<file path="src/rtl/instr_fetch_unit_if.sv">
// rtl/instr_fetch_unit_if.sv - fetch unit instruction-memory and decode-side handshake bundle
//
// Groups the two handshakes of the fetch unit:
//   imem side   : imem_req/imem_addr out, imem_gnt/imem_rvalid/imem_rdata in
//   decode side : instr/instr_valid/pc/pc_plus4 out, instr_ready/pc_sel/pc_target in
// master = the fetch unit, slave = memory plus core datapath.
interface instr_fetch_unit_if #(
  parameter int XLEN = 32
);
  logic            imem_req;
  logic [XLEN-1:0] imem_addr;
  logic            imem_gnt;
  logic            imem_rvalid;
  logic [XLEN-1:0] imem_rdata;

  logic [XLEN-1:0] instr;
  logic            instr_valid;
  logic            instr_ready;
  logic [XLEN-1:0] pc;
  logic [XLEN-1:0] pc_plus4;
  logic            pc_sel;
  logic [XLEN-1:0] pc_target;

  modport master (
    output imem_req, imem_addr,
    input  imem_gnt, imem_rvalid, imem_rdata,
    output instr, instr_valid, pc, pc_plus4,
    input  instr_ready, pc_sel, pc_target
  );

  modport slave (
    input  imem_req, imem_addr,
    output imem_gnt, imem_rvalid, imem_rdata,
    input  instr, instr_valid, pc, pc_plus4,
    output instr_ready, pc_sel, pc_target
  );
endinterface

</file>
<file path="src/rtl/instr_fetch_unit.sv">
// rtl/instr_fetch_unit.sv - single-outstanding instruction fetch front end with misaligned-target halt
//
// Owns the PC, fetches one word at a time over req/gnt/rvalid and holds it for
// decode over valid/ready. On retire the next PC is pc_target (pc_sel=1) or
// pc+4; a target that is not word aligned stops fetch until reset.
//
// Ports:
//   clk, rst_n   core clock, asynchronous active-low reset
//   bus          instr_fetch_unit_if.master (imem handshake + decode handshake)
//   misaligned   sticky fetch-fault flag
//   fault_addr   offending next-PC value captured with the fault
//   instret      64-bit retire count
//
// Optional feature: define FETCH_INSTRET_EN to build the instret counter;
// without it instret is constant zero.
//
// RESET_PC must be word aligned.
module instr_fetch_unit #(
  parameter int              XLEN     = 32,
  parameter logic [XLEN-1:0] RESET_PC = '0
) (
  input  logic               clk,
  input  logic               rst_n,
  instr_fetch_unit_if.master bus,
  output logic               misaligned,
  output logic [XLEN-1:0]    fault_addr,
  output logic [63:0]        instret
);

  localparam logic [XLEN-1:0] NOP = XLEN'(32'h0000_0013);

  typedef enum logic [1:0] {
    REQ,
    WAIT,
    VALID,
    FAULT
  } state_t;

  state_t          state_q, state_d;
  logic [XLEN-1:0] pc_q, pc_d;
  logic [XLEN-1:0] instr_q, instr_d;
  logic            misaligned_d;
  logic [XLEN-1:0] fault_addr_d;
  logic [XLEN-1:0] next_pc;
  logic            retire;

  assign bus.pc_plus4 = pc_q + XLEN'(4);
  assign next_pc      = bus.pc_sel ? bus.pc_target : bus.pc_plus4;
  assign retire       = (state_q == VALID) && bus.instr_ready;

  always_ff @(posedge clk or negedge rst_n) begin
    if (!rst_n) begin
      state_q    <= REQ;
      pc_q       <= RESET_PC;
      instr_q    <= NOP;
      misaligned <= 1'b0;
      fault_addr <= '0;
    end else begin
      state_q    <= state_d;
      pc_q       <= pc_d;
      instr_q    <= instr_d;
      misaligned <= misaligned_d;
      fault_addr <= fault_addr_d;
    end
  end

  // gnt is only looked at in REQ and rvalid only in WAIT, so a same-cycle
  // gnt+rvalid or a stale rvalid after reset never reaches instr.
  always_comb begin
    state_d      = state_q;
    pc_d         = pc_q;
    instr_d      = instr_q;
    misaligned_d = misaligned;
    fault_addr_d = fault_addr;
    case (state_q)
      REQ: begin
        if (bus.imem_gnt) state_d = WAIT;
      end
      WAIT: begin
        if (bus.imem_rvalid) begin
          instr_d = bus.imem_rdata;
          state_d = VALID;
        end
      end
      VALID: begin
        if (retire) begin
          if (next_pc[1:0] == 2'b00) begin
            pc_d    = next_pc;
            state_d = REQ;
          end else begin
            // pc keeps the faulting instruction's address for debug
            misaligned_d = 1'b1;
            fault_addr_d = next_pc;
            state_d      = FAULT;
          end
        end
      end
      FAULT: begin
        state_d = FAULT;
      end
      default: begin
        state_d = REQ;
      end
    endcase
  end

  // state_q is forced to REQ while reset is held; gating with rst_n keeps
  // the request low during reset itself.
  assign bus.imem_req    = rst_n && (state_q == REQ);
  assign bus.imem_addr   = pc_q;
  assign bus.instr_valid = (state_q == VALID);
  assign bus.instr       = instr_q;
  assign bus.pc          = pc_q;

`ifdef FETCH_INSTRET_EN
  // counts the faulting retire too; wraps naturally at 2^64
  logic [63:0] instret_q;

  always_ff @(posedge clk or negedge rst_n) begin
    if (!rst_n) begin
      instret_q <= '0;
    end else if (retire) begin
      instret_q <= instret_q + 64'd1;
    end
  end

  assign instret = instret_q;
`else
  assign instret = 64'd0;
`endif

endmodule

</file>
<file path="src/flat_wrapper.sv">
// flat-port wrapper written by rule: the top's interface ports become plain ports
module instr_fetch_unit_flat 
#(
  parameter int              XLEN     = 32,
  parameter logic [XLEN-1:0] RESET_PC = '0
)
  (clk, rst_n, misaligned, fault_addr, instret, bus_imem_req, bus_imem_addr, bus_imem_gnt, bus_imem_rvalid, bus_imem_rdata, bus_instr, bus_instr_valid, bus_pc, bus_pc_plus4, bus_instr_ready, bus_pc_sel, bus_pc_target);
  instr_fetch_unit_if #(.XLEN(XLEN)) bus_i ();
  input  logic clk;
  input  logic rst_n;
  output logic misaligned;
  output logic [XLEN-1:0] fault_addr;
  output logic [63:0] instret;
  output wire logic [$bits(bus_i.imem_req)-1:0] bus_imem_req;
  output wire logic [$bits(bus_i.imem_addr)-1:0] bus_imem_addr;
  input wire logic [$bits(bus_i.imem_gnt)-1:0] bus_imem_gnt;
  input wire logic [$bits(bus_i.imem_rvalid)-1:0] bus_imem_rvalid;
  input wire logic [$bits(bus_i.imem_rdata)-1:0] bus_imem_rdata;
  output wire logic [$bits(bus_i.instr)-1:0] bus_instr;
  output wire logic [$bits(bus_i.instr_valid)-1:0] bus_instr_valid;
  output wire logic [$bits(bus_i.pc)-1:0] bus_pc;
  output wire logic [$bits(bus_i.pc_plus4)-1:0] bus_pc_plus4;
  input wire logic [$bits(bus_i.instr_ready)-1:0] bus_instr_ready;
  input wire logic [$bits(bus_i.pc_sel)-1:0] bus_pc_sel;
  input wire logic [$bits(bus_i.pc_target)-1:0] bus_pc_target;
  assign bus_imem_req = bus_i.imem_req;
  assign bus_imem_addr = bus_i.imem_addr;
  assign bus_i.imem_gnt = bus_imem_gnt;
  assign bus_i.imem_rvalid = bus_imem_rvalid;
  assign bus_i.imem_rdata = bus_imem_rdata;
  assign bus_instr = bus_i.instr;
  assign bus_instr_valid = bus_i.instr_valid;
  assign bus_pc = bus_i.pc;
  assign bus_pc_plus4 = bus_i.pc_plus4;
  assign bus_i.instr_ready = bus_instr_ready;
  assign bus_i.pc_sel = bus_pc_sel;
  assign bus_i.pc_target = bus_pc_target;
  instr_fetch_unit #(.XLEN(XLEN), .RESET_PC(RESET_PC)) u_core (.clk(clk), .rst_n(rst_n), .bus(bus_i), .misaligned(misaligned), .fault_addr(fault_addr), .instret(instret));
endmodule
</file>
<file path="config.mk">
export PLATFORM = sky130hd
export DESIGN_NAME = instr_fetch_unit_flat
export DESIGN_NICKNAME = d
export VERILOG_FILES = /design/src/rtl/instr_fetch_unit_if.sv /design/src/rtl/instr_fetch_unit.sv /design/src/flat_wrapper.sv
export SDC_FILE = /design/constraint.sdc
export NUM_CORES = 1
export LEC_CHECK = 0
export ABC_AREA = 1
export CAP_MARGIN = 20
export CORE_UTILIZATION = 41
export CTS_CLUSTER_SIZE = 14
export DETAILED_ROUTE_END_ITERATION = 16
export PLACE_DENSITY = 0.93
export SYNTH_ARGS = -nofsm -noshare
export SYNTH_HDL_FRONTEND = slang
export SYNTH_SLANG_ARGS = --single-unit
</file>
<file path="constraint.sdc">
create_clock -name clk -period 1.9 [get_ports clk]
set_input_delay 0.38 -clock clk [delete_from_list [all_inputs] [get_ports clk]]
set_output_delay 0.38 -clock clk [all_outputs]
set_load 0.05 [all_outputs]
</file>
After elaboration in Yosys (flattened, before gate mapping)
Cells that the tools add are included.

Register bits: 99. Input port bits: 70. Output and inout bits: 227. Logic and storage cells: 27.

Add/subtract/negate cells: 1. Equal/unequal tests: 6. Muxes and demuxes: 6. Bitwise logic cells: 1. Reduce and logical (&&, ||, !) cells: 8.

Operators by type and width (count): $add A32 B3 Y32 const B (1); $mux W32 (1); $reduce_and A3 Y1 (3); $mux W2 (4); $pmux W2 S4 (1); $eq A2 B2 Y1 const B (2); $logic_not A2 Y1 (2); $ne A2 B2 Y1 const B (2); $eq A2 B1 Y1 const B (1); $logic_and A1 B1 Y1 (2); $ne A2 B1 Y1 const B (1); $reduce_and A2 Y1 (1); $not A1 Y1 (1).

Logic depth before layout (Yosys ltp)
Gate-level depths: netlist of the first run.

Depth after elaboration: 6. Depth in mapped cells: 12. Gate-level depth less buffers: 10.

Worst setup path after synthesis of the first run
Ideal clock, no wire load.

Path type: flip-flop to output port. Start: register u_core.pc_q[2] (netlist: u_core.bus.imem_addr[2]). End: output port bus_pc_plus4[19]. Data arrival time: 2.082 ns. Data required time: 1.520 ns. Slack: -0.562 ns. Cell stages (with the launch flop): 7. Buffers on the path: 0. Cells stage by stage: dfrtp_1 > inv_1 > nor2_2 > nand2_2 > nor2_1 > nand3b_1 > nand2_1.

Longest elaborated chain between the ends: 1.

RTL lines: from (decl) (line instr_fetch_unit.sv:40) `logic [XLEN-1:0] pc_q, pc_d;`; from (signal assigned) (line instr_fetch_unit.sv:60) `pc_q <= pc_d;`; $add A32 B3 Y32 (line instr_fetch_unit.sv:47) `assign bus.pc_plus4 = pc_q + XLEN'(4);`; to (decl) (line flat_wrapper.sv:22) `output wire logic [$bits(bus_i.pc_plus4)-1:0] bus_pc_plus4;`.

No other way between the ends.

Worst setup path after layout of the first run
Start: register u_core.pc_q[2] (netlist: u_core.bus.imem_addr[2]). End: output port bus_pc_plus4[18].

Same word-level chain as after synthesis.

==> summary.md, run 1 <==
| Metric | Value |
|---|---|
| CP arrival | 1.86 ns |
| FF+latch count, synth | 99 |
| Cell Area, Synth | 5830 um^2 |
| Final worst path period need | 2.24 ns |
| WP data required | 1.52 ns |
| RSZ-0062 raised after global routing | yes |
| Final setup fails | 30 |
| Sequential share of the synthesized area | 0.426 |
| Nets | 1072 |
| Leakage Power | 4.72 nW |
| Vias in the first global route | 5937 |
| Ys flop type | dfrtp_1 |
| Final Max Tran Viols | 0 |
| CP startpoint kind | register |
| Clk_skew | 0.00888 ns |
| Final period util | 1.18 |
| Number of remaining DRC errors | 0 |
| CTS tree | built |
| Most frequent cell after synthesis | nand2_1 |
| Die Y | 121 um |
| # fillers | 1018 |
| Cts hold-fix bufs | 0 |
| # H-tree levels | 3 |
| Pre-CTS WS | -0.212 ns |
| Routed vias/inst | 4.89 |
| Rows | 43 |
| Crit-path cells | ha_4 -> nand2_4 -> nor2_4 -> nand2_4 -> nor2_4 -> buf_6 -> nand2_4 -> nand2_4 -> buf_12 |
| Clk slew on worst S/H paths | 0.07 ns |
| Worst Path Buf+Inv | 2 |
| Slew margin rel. | 0.634 |
| Floorplan core area | 13900 um^2 |
| Unique masters post-synth | 28 |
| WL per Instance | 16.6 um |
| Critical Path Sink Type | primary output |
| Longest Clk Path Bufs | 2 |
| Post-synth top area share | 0.412 |
| CP dominant cell by count | nand2_4 |
| I/O Pins | 297 |
| Largest net degree at the start of global routing | 100 |
| Area leader, netlist | dfrtp_1 |
| Synthesized area per cell | 8.00 um^2 |
| Die width | 121 um |
| Worst setup slack after layout | -0.339 ns |
| Critical path type | reg -> out |
| WL final | 19700 um |
| CTS buffer count | 9 |
| Synth Instances | 729 |
| Hold Fails Final Rpt | 0 |
| CP Max Fanout | 5 |
| CP delay by family, top | simple AND/OR/NAND/NOR gates |
| Sink Count | 99 |
| GPL Wtd Cong | 0.881 |
| Asr flop ratio synth | 1.00 |
| Clk_lat worst skew | 0.35 ns |
| Post-synth EDFFs | 0 |
| Die ar. | 14700 um^2 |
| Gr ovfl total | 0 |
| Status | finished with violations |
| Share of layout cells above drive strength 1 | 0.426 |
| First-pass DRT Iterations | 5 |
| Antenna Nets Post-Route | 0 |
| Synth cell count leaders | nand2_1 (229), buf_4 (99), dfrtp_1 (96) |
| Via count | 5803 |
| Pwr Density | 2120 nW/um^2 |
| Synth warn | 0 |
| Area Overhead vs Synth | 63.3% |
| CP max stage delay | 0.40 ns |
| Hold/Removal Path Class | in -> async |
| IO Port Bufs | 232 |
| Max IR drop VDD | 0.00164 V |
| First-pass GRT wire length | 29800 um |
| Ant. Diodes | 0 |
| Overall routing resource usage | 0.267 |
| DR iter-0 viols | 326 |
| DP HPWL | 13800 um |
| Synth area leaders | dfrtp_1 (41%), nand2_1 (15%), buf_4 (13%) |
| Initial Util | 0.420 |
| Antenna violations before repair | 0 |
| Achievable frequency | 447 MHz |
| Clk root buf | clkbuf_16 |
| Total power | 0.0202 W |
| Max_cap viols | 0 |
| CP max stage cell | dfrtp_2 |
| Slew @ Worst Pin | 0.549 ns |
| Failing checks | negative setup slack |
-- worst paths after layout --
| kind | slack, ns | depth (start not counted) | from | to |
|---|---|---|---|---|
| setup / recovery | -0.34 | 9 | u_core.bus.imem_addr[2] | bus_pc_plus4[18] |
| hold / removal | 0.15 | 2 | rst_n | u_core.fault_addr[16] |
| setup reg to reg | -0.07 | 13 | u_core.bus.imem_addr[2] | u_core.bus.imem_addr[8] |
| hold reg to reg | 0.48 | 2 | u_core.fault_addr[18] | u_core.fault_addr[18] |
| max in group asynchronous | 1.30 | 2 | rst_n | u_core.bus.imem_addr[4] |
| min in group clk | 0.48 | 2 | u_core.fault_addr[18] | u_core.fault_addr[18] |
-- placed cells by master (no fill, tap or decap), drive strengths merged --
| cell | n |
|---|---|
| nand3 | 65 |
| clkdlybuf4s50 | 68 |
| clkinv | 4 |
| dlymetal6s2s | 11 |
| nor2 | 54 |
| xor2 | 5 |
| nand3b | 3 |
| inv | 51 |
| ha | 1 |
| nand4 | 1 |
| o22ai | 1 |
| mux2 | 32 |
| buf | 224 |
| xnor2 | 2 |
| a31oi | 5 |
| conb | 64 |
| o211ai | 16 |
| o21ai | 22 |
| dlygate4sd2 | 15 |
| dfstp | 3 |
| nor3b | 1 |
| clkbuf | 11 |
| nand2 | 234 |
| dfrtp | 96 |
| or2 | 16 |
| bufinv | 1 |
-- report_power, final --
group	internal, W	total, W	switching (W)
Clock	0.00110	0.00194	0.000837
Sequential	0.00317	0.00392	0.000753
Combinational	0.00493	0.0143	0.00937
Total	0.00919	0.0202	0.0110
-- sequential cells by signal, summed over array words and instances, names as in the netlist --
name / flops
u_core.bus.imem_addr: 32
u_core.bus.instr: 32
u_core.fault_addr: 32
u_core.state_q: 2
u_core.misaligned: 1
-- final cells by class --
cell class                      instances  area [um^2]  area share
Timing Repair Buffer                  318         3150       0.331
Multi-Input combinational cell        522         3140       0.330
Sequential cell                        99         2490       0.262
Clock buffer                           11          253      0.0265
Tap cell                              180          225      0.0237
Inverter                               51          201      0.0212
Clock inverter                          5         61.3     0.00644
-- routing by layer --
metal | wire [um] | global-route usage
met3 | 1650 | 0.0926
met5 | 0 | 0
met1 | 6960 | 0.279
met4 | 514 | 0.124
met2 | 10500 | 0.478
-- cell families after synthesis --
logic type	count (synthesis)	share of synthesized area
buffers and inverters	171	0.180
XOR/XNOR	7	0.0105
AND/OR/NAND/NOR	374	0.273
multiplexers	32	0.0618
flip-flops	99	0.426
adder cells (fa/ha/maj)	1	0.00215
AO/OA/AOI/OAI	44	0.0459
other	1	0.000643
-- what timing repair did --
action                     in CTS  in global routing
resized for setup             103                 73
pin swaps                      25                 22
setup endpoints to repair      47                 44
gates cloned                    0                  0
buffers inserted               22                 13
-- worst register-to-register path: stages, from the launching register on --
cell,delay [ns]
dfrtp_2,0.43
ha_4,0.18
buf_4,0.13
buf_6,0.12
nand3_4,0.09
nor2_4,0.05
xnor2_2,0.14
buf_4,0.14
buf_4,0.12
buf_4,0.12
buf_4,0.12
nand2_2,0.06
o21ai_2,0.07
o21ai_1,0.13
-- per-stage QoR --
step	instance area, um^2	cells	util	setup TNS, ns	hold WS (ns)
6_report	9520	1186	0.686	-6.60	0.154
2_1_floorplan	6190	792	-	-3.08	0.0844
3_3_place_gp	8410	1140	0.606	-4.09	0.458
4_1_cts	9240	1178	0.665	-6.45	0.176
3_5_place_dp	8410	1140	0.606	-8.13	0.457
5_1_grt	9520	1186	0.686	-9.27	0.183
Power figures use the tool's default switching activity.
==> run 2, diff against run 1 <==
--- a/config.mk
+++ b/config.mk
@@ -10,6 +10,7 @@
 export CORE_UTILIZATION = 41
 export CTS_CLUSTER_SIZE = 14
 export DETAILED_ROUTE_END_ITERATION = 16
+export HOLD_SLACK_MARGIN = 0.12
 export PLACE_DENSITY = 0.93
 export SYNTH_ARGS = -nofsm -noshare
 export SYNTH_HDL_FRONTEND = slang
==> results of run 2 <==
No change in the layout: final DEF, timing and power equal those of run 1.
